<file path="config.mk">
export PLATFORM = sky130hd
export DESIGN_NAME = lc3_mem_ctrl
export DESIGN_NICKNAME = d
export VERILOG_FILES = /design/src/rtl/lc3_mem_ctrl.sv
export SDC_FILE = /design/constraint.sdc
export NUM_CORES = 1
export LEC_CHECK = 0
export CAP_MARGIN = 20
export CORE_ASPECT_RATIO = 1.75
export CORE_UTILIZATION = 57
export DETAILED_ROUTE_END_ITERATION = 10
export DONT_BUFFER_PORTS = 1
export PLACE_DENSITY = 0.75
export SYNTH_ARGS = -nofsm -noshare
export SYNTH_HDL_FRONTEND = slang
export SYNTH_SLANG_ARGS = --single-unit
export TNS_END_PERCENT = 30
</file>
<file path="constraint.sdc">
create_clock -name clk -period 4 [get_ports clk]
set_input_delay 0.8 -clock clk [delete_from_list [all_inputs] [get_ports clk]]
set_output_delay 0.8 -clock clk [all_outputs]
set_load 0.02 [all_outputs]
</file>
<file path="src/rtl/lc3_mem_ctrl.sv">
// LC-3 memory controller: sequences CPU accesses, serves the device page
// (KBSR/KBDR/DSR/DDR/MCR) from local registers and forwards the rest to memory.
module lc3_mem_ctrl #(
    parameter int          TIMEOUT   = 16,
    parameter logic [15:0] MCR_RESET = 16'h8000
) (
    input  logic        clk,
    input  logic        rst,
    input  logic        cpu_mio_en,
    input  logic        cpu_rw,
    input  logic [15:0] cpu_addr,
    input  logic [15:0] cpu_wdata,
    output logic [15:0] cpu_rdata,
    output logic        cpu_r,
    output logic        mem_en,
    output logic        mem_rw,
    output logic [15:0] mem_addr,
    output logic [15:0] mem_wdata,
    input  logic [15:0] mem_rdata,
    input  logic        mem_r,
    input  logic        kbd_valid,
    input  logic [7:0]  kbd_char,
    output logic        kbd_ready,
    output logic        kbd_int,
    output logic        disp_valid,
    output logic [7:0]  disp_char,
    input  logic        disp_ack,
    output logic        run,
    output logic        bus_err
);
    localparam logic [15:0] A_KBSR = 16'hFE00;
    localparam logic [15:0] A_KBDR = 16'hFE02;
    localparam logic [15:0] A_DSR  = 16'hFE04;
    localparam logic [15:0] A_DDR  = 16'hFE06;
    localparam logic [15:0] A_MCR  = 16'hFFFE;
    localparam int          CW       = (TIMEOUT > 2) ? $clog2(TIMEOUT) : 1;
    localparam logic [CW-1:0] CNT_LAST = CW'(TIMEOUT - 1);

    typedef enum logic [2:0] {
        S_IDLE, S_MEM_ISSUE, S_MEM_WAIT, S_DEV_ACC, S_DONE
    } state_t;

    state_t        r_state, w_state_next;
    logic [15:0]   r_addr, r_wdata;
    logic          r_rw;
    logic [CW-1:0] r_cnt;
    logic [15:0]   r_cpu_rdata;
    logic          r_cpu_r;
    logic          r_mem_en, r_mem_rw;
    logic [15:0]   r_mem_addr, r_mem_wdata;
    logic          r_kb_full, r_kb_ie;
    logic [7:0]    r_kbdr;
    logic          r_dsr_ready;
    logic [7:0]    r_ddr;
    logic [15:0]   r_mcr;
    logic          r_bus_err;

    logic          w_req_dev, w_cnt_last, w_dev_acc, w_kbdr_rd;
    logic [15:0]   w_dev_rdata;

    assign w_req_dev  = (cpu_addr == A_KBSR) || (cpu_addr == A_KBDR) || (cpu_addr == A_DSR) ||
                        (cpu_addr == A_DDR)  || (cpu_addr == A_MCR);
    assign w_cnt_last = (r_cnt == CNT_LAST);
    assign w_dev_acc  = (r_state == S_DEV_ACC);
    assign w_kbdr_rd  = w_dev_acc && !r_rw && (r_addr == A_KBDR);

    always_comb begin
        w_dev_rdata = 16'h0000;
        case (r_addr)
            A_KBSR:  w_dev_rdata = {r_kb_full, r_kb_ie, 14'd0};
            A_KBDR:  w_dev_rdata = {8'h00, r_kbdr};
            A_DSR:   w_dev_rdata = {r_dsr_ready, 15'd0};
            A_MCR:   w_dev_rdata = r_mcr;
            default: w_dev_rdata = 16'h0000;
        endcase
    end

    always_comb begin
        w_state_next = r_state;
        case (r_state)
            S_IDLE:      if (cpu_mio_en) w_state_next = w_req_dev ? S_DEV_ACC : S_MEM_ISSUE;
            S_MEM_ISSUE: w_state_next = S_MEM_WAIT;
            S_MEM_WAIT:  if (mem_r || w_cnt_last) w_state_next = S_DONE;
            S_DEV_ACC:   w_state_next = S_DONE;
            S_DONE:      w_state_next = S_IDLE;
            default:     w_state_next = S_IDLE;
        endcase
    end

    always_ff @(posedge clk or posedge rst) begin
        if (rst) r_state <= S_IDLE;
        else     r_state <= w_state_next;
    end

    always_ff @(posedge clk or posedge rst) begin
        if (rst) begin
            r_addr      <= '0;
            r_wdata     <= '0;
            r_rw        <= 1'b0;
            r_cnt       <= '0;
            r_cpu_rdata <= '0;
            r_cpu_r     <= 1'b0;
            r_mem_en    <= 1'b0;
            r_mem_rw    <= 1'b0;
            r_mem_addr  <= '0;
            r_mem_wdata <= '0;
            r_kb_full   <= 1'b0;
            r_kb_ie     <= 1'b0;
            r_kbdr      <= '0;
            r_dsr_ready <= 1'b1;
            r_ddr       <= '0;
            r_mcr       <= MCR_RESET;
            r_bus_err   <= 1'b0;
        end else begin
            r_cpu_r  <= 1'b0;
            r_mem_en <= 1'b0;
            case (r_state)
                S_IDLE: if (cpu_mio_en) begin
                    r_addr  <= cpu_addr;
                    r_rw    <= cpu_rw;
                    r_wdata <= cpu_wdata;
                    if (!w_req_dev) begin
                        r_mem_en    <= 1'b1;
                        r_mem_rw    <= cpu_rw;
                        r_mem_addr  <= cpu_addr;
                        r_mem_wdata <= cpu_wdata;
                    end
                end
                S_MEM_ISSUE: begin
                    r_mem_rw <= 1'b0;
                    r_cnt    <= '0;
                end
                S_MEM_WAIT: begin
                    // A ready arriving on the last allowed cycle still wins over the timeout.
                    if (mem_r) begin
                        if (!r_rw) r_cpu_rdata <= mem_rdata;
                        r_cpu_r <= 1'b1;
                        r_cnt   <= '0;
                    end else if (w_cnt_last) begin
                        r_cpu_rdata <= '0;
                        r_bus_err   <= 1'b1;
                        r_cpu_r     <= 1'b1;
                        r_cnt       <= '0;
                    end else begin
                        r_cnt <= r_cnt + CW'(1);
                    end
                end
                S_DEV_ACC: begin
                    r_cpu_r <= 1'b1;
                    if (!r_rw) r_cpu_rdata <= w_dev_rdata;
                    else begin
                        case (r_addr)
                            A_KBSR: r_kb_ie <= r_wdata[14];
                            A_DDR: if (r_dsr_ready) begin
                                r_ddr       <= r_wdata[7:0];
                                r_dsr_ready <= 1'b0;
                            end
                            A_MCR: begin
                                r_mcr     <= r_wdata;
                                r_bus_err <= 1'b0;
                            end
                            default: ;
                        endcase
                    end
                end
                default: ;
            endcase

            // DSR ready is clear only while a character is pending, so an ack cannot
            // collide with an accepted DDR write.
            if (disp_ack && !r_dsr_ready) r_dsr_ready <= 1'b1;

            if (kbd_valid && !r_kb_full) begin
                r_kb_full <= 1'b1;
                r_kbdr    <= kbd_char;
            end else if (w_kbdr_rd) begin
                r_kb_full <= 1'b0;
            end
        end
    end

    assign cpu_rdata  = r_cpu_rdata;
    assign cpu_r      = r_cpu_r;
    assign mem_en     = r_mem_en;
    assign mem_rw     = r_mem_rw;
    assign mem_addr   = r_mem_addr;
    assign mem_wdata  = r_mem_wdata;
    assign kbd_ready  = !r_kb_full;
    assign kbd_int    = r_kb_full && r_kb_ie;
    assign disp_valid = !r_dsr_ready;
    assign disp_char  = r_ddr;
    assign run        = r_mcr[15];
    assign bus_err    = r_bus_err;
endmodule

</file>
==> results of run 1 <==
state kept, by name, indices dropped and copies added, names as in the netlist:
name,cells
r_kb_full,1
bus_err,1
mem_en,1
r_kb_ie,1
r_cnt,4
cpu_r,1
mem_rw,1
mem_addr,16
r_state,3
r_rw,1
r_kbdr,8
r_addr,16
mem_wdata,16
r_wdata,16
cpu_rdata,16
r_mcr,16
r_dsr_ready,1
disp_char,8
where the power goes:
part           total (W)  switching [W]  internal [W]
Clock            0.00133       0.000493      0.000838
Combinational   0.000889       0.000392      0.000498
Sequential       0.00243       0.000680       0.00175
path summary, 6_finish.rpt:
check | startpoint | to | slack, ns | depth (start not counted)
max | r_addr[12] | r_mcr[5] | 1.60 | 4
min | rst | mem_addr[5] | 0.26 | 1
max reg2reg | r_addr[12] | r_mcr[5] | 1.60 | 4
min reg2reg | r_wdata[10] | r_mcr[10] | 0.50 | 1
max in group asynchronous | rst | disp_char[7] | 2.90 | 3
min in group clk | r_wdata[10] | r_mcr[10] | 0.50 | 1
synthesized netlist by cell type, drive strengths merged (2+ instances only):
| cell type | instances |
|---|---|
| nor3 | 4 |
| a32oi | 8 |
| buf | 12 |
| inv | 8 |
| o21ai | 24 |
| a21oi | 4 |
| nand2 | 21 |
| o31ai | 2 |
| nor4 | 5 |
| o21a | 2 |
| o31a | 6 |
| and3 | 12 |
| or4b | 2 |
| mux2i | 10 |
| a31oi | 2 |
| mux2 | 95 |
| a21boi | 2 |
| nor2 | 8 |
| nand2b | 3 |
| nand4 | 5 |
| dfstp | 2 |
| or4 | 3 |
| or3 | 3 |
| dfrtp | 125 |
| nand4b | 3 |
| nand3 | 13 |
| clkbuf | 8 |
final cells by class:
type / instances / share of cell area
tap: 120 / 0.0248
timing repair buffer: 6 / 0.0116
antenna: 1 / 0.000414
clock buffer: 30 / 0.0834
clock inverter: 2 / 0.00166
multi-input combinational: 251 / 0.346
inverter: 8 / 0.00559
sequential: 127 / 0.526
routing by layer:
metal  wire length, um  GRT usage  up-vias
met5                 0          0        -
met4               240      0.129        0
met3               871     0.0943       21
met2              6430      0.429      143
met1              4480      0.304     1741
li1                  -          -     1505
stage by stage:
step | setup WS (ns) | instances | cell area, um^2
6_report | 1.60 | 545 | 6050
4_1_cts | 1.61 | 543 | 6020
5_1_grt | 1.41 | 544 | 6040
3_5_place_dp | 1.52 | 511 | 5510
3_3_place_gp | 1.57 | 511 | 5510
2_1_floorplan | 1.63 | 406 | 5390
worst max-delay path, delay by kind of cell, from the launching register on:
family | cells | cell delay (ns)
muxes | 1 | 0.46
DFF | 1 | 0.35
and+or+nand+nor | 3 | 1.46
logic make-up after synthesis:
| group | count (synthesis) | share of synthesized area |
|---|---|---|
| DFF | 127 | 0.591 |
| AOI/OAI and AO/OA | 56 | 0.0704 |
| buffers and inverters | 28 | 0.0228 |
| and+or+nand+nor | 88 | 0.0948 |
| muxes | 105 | 0.217 |
| adders and majority gates | 1 | 0.00232 |
| xor gates and xnor gates | 1 | 0.00163 |
==> flow_summary.yaml, run 1 <==
final_layout:
  ff_latch_area_um2: 3180
  nets: 475
  fin_util: 0.665
  fillers: 677
  area_delta_synth_final_pct: 12.3
  multi_input_area_um2: 2090
  final_cell_mix: "dfrtp_1 (125), mux2_2 (95), o21ai_0 (22)"
  final_common_cell: "dfrtp_1"
  drive_gt1_frac: 0.318
power_and_ir_drop:
  p_leak_nw: 2.66
  power.density_nw_per_um2: 769
  power.total_w: 0.00465
  peakVddDrop_uv: 494
cts:
  cts_resized: 0
  path_clk_slew_ns: 0.05
  htreeDepth: 4
  tritoncts: "built"
  post-cts-setup-buffers: 0
  hold_buffers: 0
  clock_latency_ns: 0.41
  cts.sinks: 127
  cts_max_path_buffers: 2
  root_buffer: "clkbuf_16"
  cts_buffers: 17
routing:
  vias: 3410
  wl_per_cell_um: 22.1
  viasPerCell: 6.26
  ant_nets: 0
  drtIter0Drc: 219
  drc: 0
  drt-total-wl_um: 12000
  firstDrtPassIters: 4
sta:
  finClkSkew_ns: 0.00938
  timing.final.crit_share: 0.601
  finalMaxSlewViolations: 0
  rsz0062_at_grt: "false"
  holdWs_ns: 0.258
  relSlewSlack: 0.416
  period_needed_ns: 2.40
  fmax_mhz: 416
  tightestPinTransition_ns: 0.869
  totalNegativeSetupSlack_ns: 0
  final-hold-violation-count: 0
  setup_viol: 0
min_path:
  min_path_type: "input pin to asynchronous set/reset pin"
synthesis:
  synth.top_cell.area_share: 0.581
  synth_top_area_cell: "dfrtp_1"
  ys_ff_latch: 127
  syn_inst: 406
  yosys.cell_types.count: 51
  synth_area_leaders: "dfrtp_1 (58%), mux2_2 (20%), o21ai_0 (2.0%)"
  synth_seq_area_share: 0.591
  synthArstFlopShare: 1.00
  synth-edff-count: 0
  syn-cell-area_um2: 5380
  yosys_warnings: 0
  postSynthAreaPerCell_um2: 13.3
  syn_nets: 470
  ys.flop_type: "dfrtp_1"
floorplanning:
  coreArea_um2: 9090
  initial_core_util: 0.592
  rows: 46
  die_x_um: 75.5
  ioPinCount: 127
  chipHeight_um: 131
  dieArea_um2: 9850
place:
  dp_hpwl_um: 8350
  gp_congestion: 0.898
  io_buffers: 0
global_route:
  grt_usage: 0.263
  grt_max_degree: 52
  grt_pass1_vias: 3606
  grt_antenna_before_repair: 0
  grt-ovfl-total: 0
  grt_first_pass_wirelength_um: 18500
run_status:
  status: "finished, final reports clean"
critical_path:
  max_stage_delay_ns: 0.60
  endpoint_kind: "flip-flop"
  crit_required_ns: 4.28
  crit_fanout: 17
  path_cells: "nand4_1 -> nor2_1 -> nand3_2 -> mux2_2"
  cp-start-kind: "flip-flop"
  critical_path_class: "flip-flop to flip-flop"
  crit_slowest_cell: "nand3_2"
  cp_data_arrival_time_ns: 2.69
job:
  drv_cap: 0
(Power assumes the default switching activity.)
==> run 2: changes to the inputs <==
==> constraint.sdc (replaced) <==
create_clock -name clk -period 2.02 [get_ports clk]
set_input_delay 0.404 -clock clk [delete_from_list [all_inputs] [get_ports clk]]
set_output_delay 0.404 -clock clk [all_outputs]
set_load 0.02 [all_outputs]
==> run 2 against run 1 <==
Net effect:
- combinational power is 110% higher
- register-to-register slack worse by 1.6 ns
- via count is 0.32% higher
- sequential power is 95% higher
- critical endpoint is now cpu_rdata[14]
- setup slack worse by 1.6 ns
==> flow_summary.yaml, run 2 (synthesis gave the netlist of run 1 again) <==
min_path:
  worst_hold_path.num_cells: 1
  min_path_type: "input pin to flip-flop"
  min_to: "r_dsr_ready"
  hold_start: "disp_ack"
place:
  gp_congestion: 0.947
  io_buffers: 0
  dp_hpwl_um: 8300
routing:
  firstDrtPassIters: 4
  drt-total-wl_um: 11500
  vias: 3421
  ant_nets: 0
  wl_per_cell_um: 20.5
  drtIter0Drc: 186
  drc: 0
  viasPerCell: 6.11
sta:
  final-hold-violation-count: 0
  relSlewSlack: 0.569
  rsz0062_at_grt: "true"
  fmax_mhz: 497
  period_needed_ns: 2.01
  tightestPinTransition_ns: 0.642
  timing.final.crit_share: 0.997
  setup_viol: 0
  holdWs_ns: 0.109
  finClkSkew_ns: 0.00558
  finalMaxSlewViolations: 0
  totalNegativeSetupSlack_ns: 0
final_layout:
  ff_latch_area_um2: 3180
  multi_input_area_um2: 2100
  nets: 490
  final_cell_mix: "dfrtp_1 (125), mux2_2 (95), o21ai_0 (22)"
  final_common_cell: "dfrtp_1"
  drive_gt1_frac: 0.358
  area_delta_synth_final_pct: 17.0
  fillers: 659
global_route:
  grt-ovfl-total: 0
  grt_usage: 0.251
  grt_first_pass_wirelength_um: 17800
  grt_antenna_before_repair: 1
  grt_pass1_vias: 3601
  grt_max_degree: 75
floorplanning:
  initial_core_util: 0.592
  ioPinCount: 127
  die_x_um: 75.5
  chipHeight_um: 131
  coreArea_um2: 9090
  rows: 46
  dieArea_um2: 9850
critical_path:
  cp-start-kind: "flip-flop"
  ff2ff_setup_slack_ns: 0.007
  crit_required_ns: 2.35
  crit_fanout: 4
  cp_data_arrival_time_ns: 2.35
  endpoint_kind: "flip-flop"
  critical_path_class: "flip-flop to flip-flop"
  rr_startpoint: "r_addr[5]"
  regToRegEndpoint: "cpu_rdata[14]"
  ff2ff_path_depth: 4
cts:
  tritoncts: "built"
  root_buffer: "clkbuf_16"
  cts_max_path_buffers: 2
  htreeDepth: 4
  clock_latency_ns: 0.41
  path_clk_slew_ns: 0.06
  cts.sinks: 127
  cts_buffers: 17
job:
  drv_cap: 0
run_status:
  status: "finished, final reports clean"
power_and_ir_drop:
  peakVddDrop_uv: 983
  p_leak_nw: 2.79
  power.density_nw_per_um2: 1570
-- run 2: changes by cell type in the layout (fill, tap and decap cells not counted), sizes merged --
cell         previous run  this run
dlygate4sd3             0         1
clkbuf                 30        22
bufinv                  0         4
clkinvlp                1         3
clkinv                  2         4
buf                     6        20
-- run 2: what timing repair did --
| item | in CTS | in global routing |
|---|---|---|
| hold buffers | 1 | 0 |
| hold endpoints to repair | 7 | 0 |
| endpoints found under the setup margin | 1 | 5 |
| gates resized for setup | 0 | 1 |
| gates cloned | 0 | 0 |
| setup buffers | 1 | 1 |
-- run 2: per-stage QoR --
step | setup slack (ns) | utilization | cell area [um^2] | instances | total power, W
after floorplan | 0.0504 | - | 5390 | 406 | 0.00607
after CTS | 0.00921 | 0.691 | 6280 | 558 | 0.00993
after global placement | 0.0557 | 0.619 | 5630 | 524 | 0.00653
after global routing | -0.0656 | 0.693 | 6300 | 560 | 0.0103
final | 0.00698 | 0.693 | 6300 | 560 | 0.00987
after detailed placement | 0.0136 | 0.619 | 5630 | 524 | 0.00667
-- run 2: power by group --
| group | total [W] | leakage, nW | internal, W | switching, W |
|---|---|---|---|---|
| combinational | 0.00190 | 0.911 | 0.00108 | 0.000817 |
| clock | 0.00323 | 0.306 | 0.00216 | 0.00107 |
| sequential | 0.00475 | 1.58 | 0.00346 | 0.00129 |
-- run 2: final cells by class --
class	instances	share of cell area
Sequential cell	127	0.505
Clock inverter	10	0.0252
Timing Repair Buffer	21	0.0314
Multi-Input combinational cell	251	0.334
Inverter	8	0.00536
Tap cell	120	0.0238
Antenna cell	1	0.000397
Clock buffer	22	0.0753
-- run 2: metal layers --
layer / GRT usage / up-vias / part of all wire / wire length, um
met3: 0.107 / 34 / 0.083 / 952
met4: 0.125 / 0 / 0.029 / 331
li1: - / 1535 / - / -
met1: 0.269 / 1714 / 0.37 / 4240
met5: 0 / - / 0 / 0
met2: 0.415 / 138 / 0.52 / 5960
-- run 2: how the worst max path moves through the flow --
stage / startpoint / endpoint / cells after the start
2_1_floorplan: rst / bus_err / 1
3_3_place_gp: r_addr[5] / cpu_rdata[14] / 4
3_5_place_dp: r_addr[5] / cpu_rdata[14] / 4
4_1_cts: r_addr[5] / cpu_rdata[14] / 4
5_1_grt: r_addr[5] / cpu_rdata[14] / 4
6_report: r_addr[5] / cpu_rdata[14] / 4
-- run 2: critical path: stages, from the launching register on --
cell	delay, ns
dfrtp_1	0.40
or4_4	0.56
or4_4	0.54
o32a_1	0.30
o21ai_1	0.13
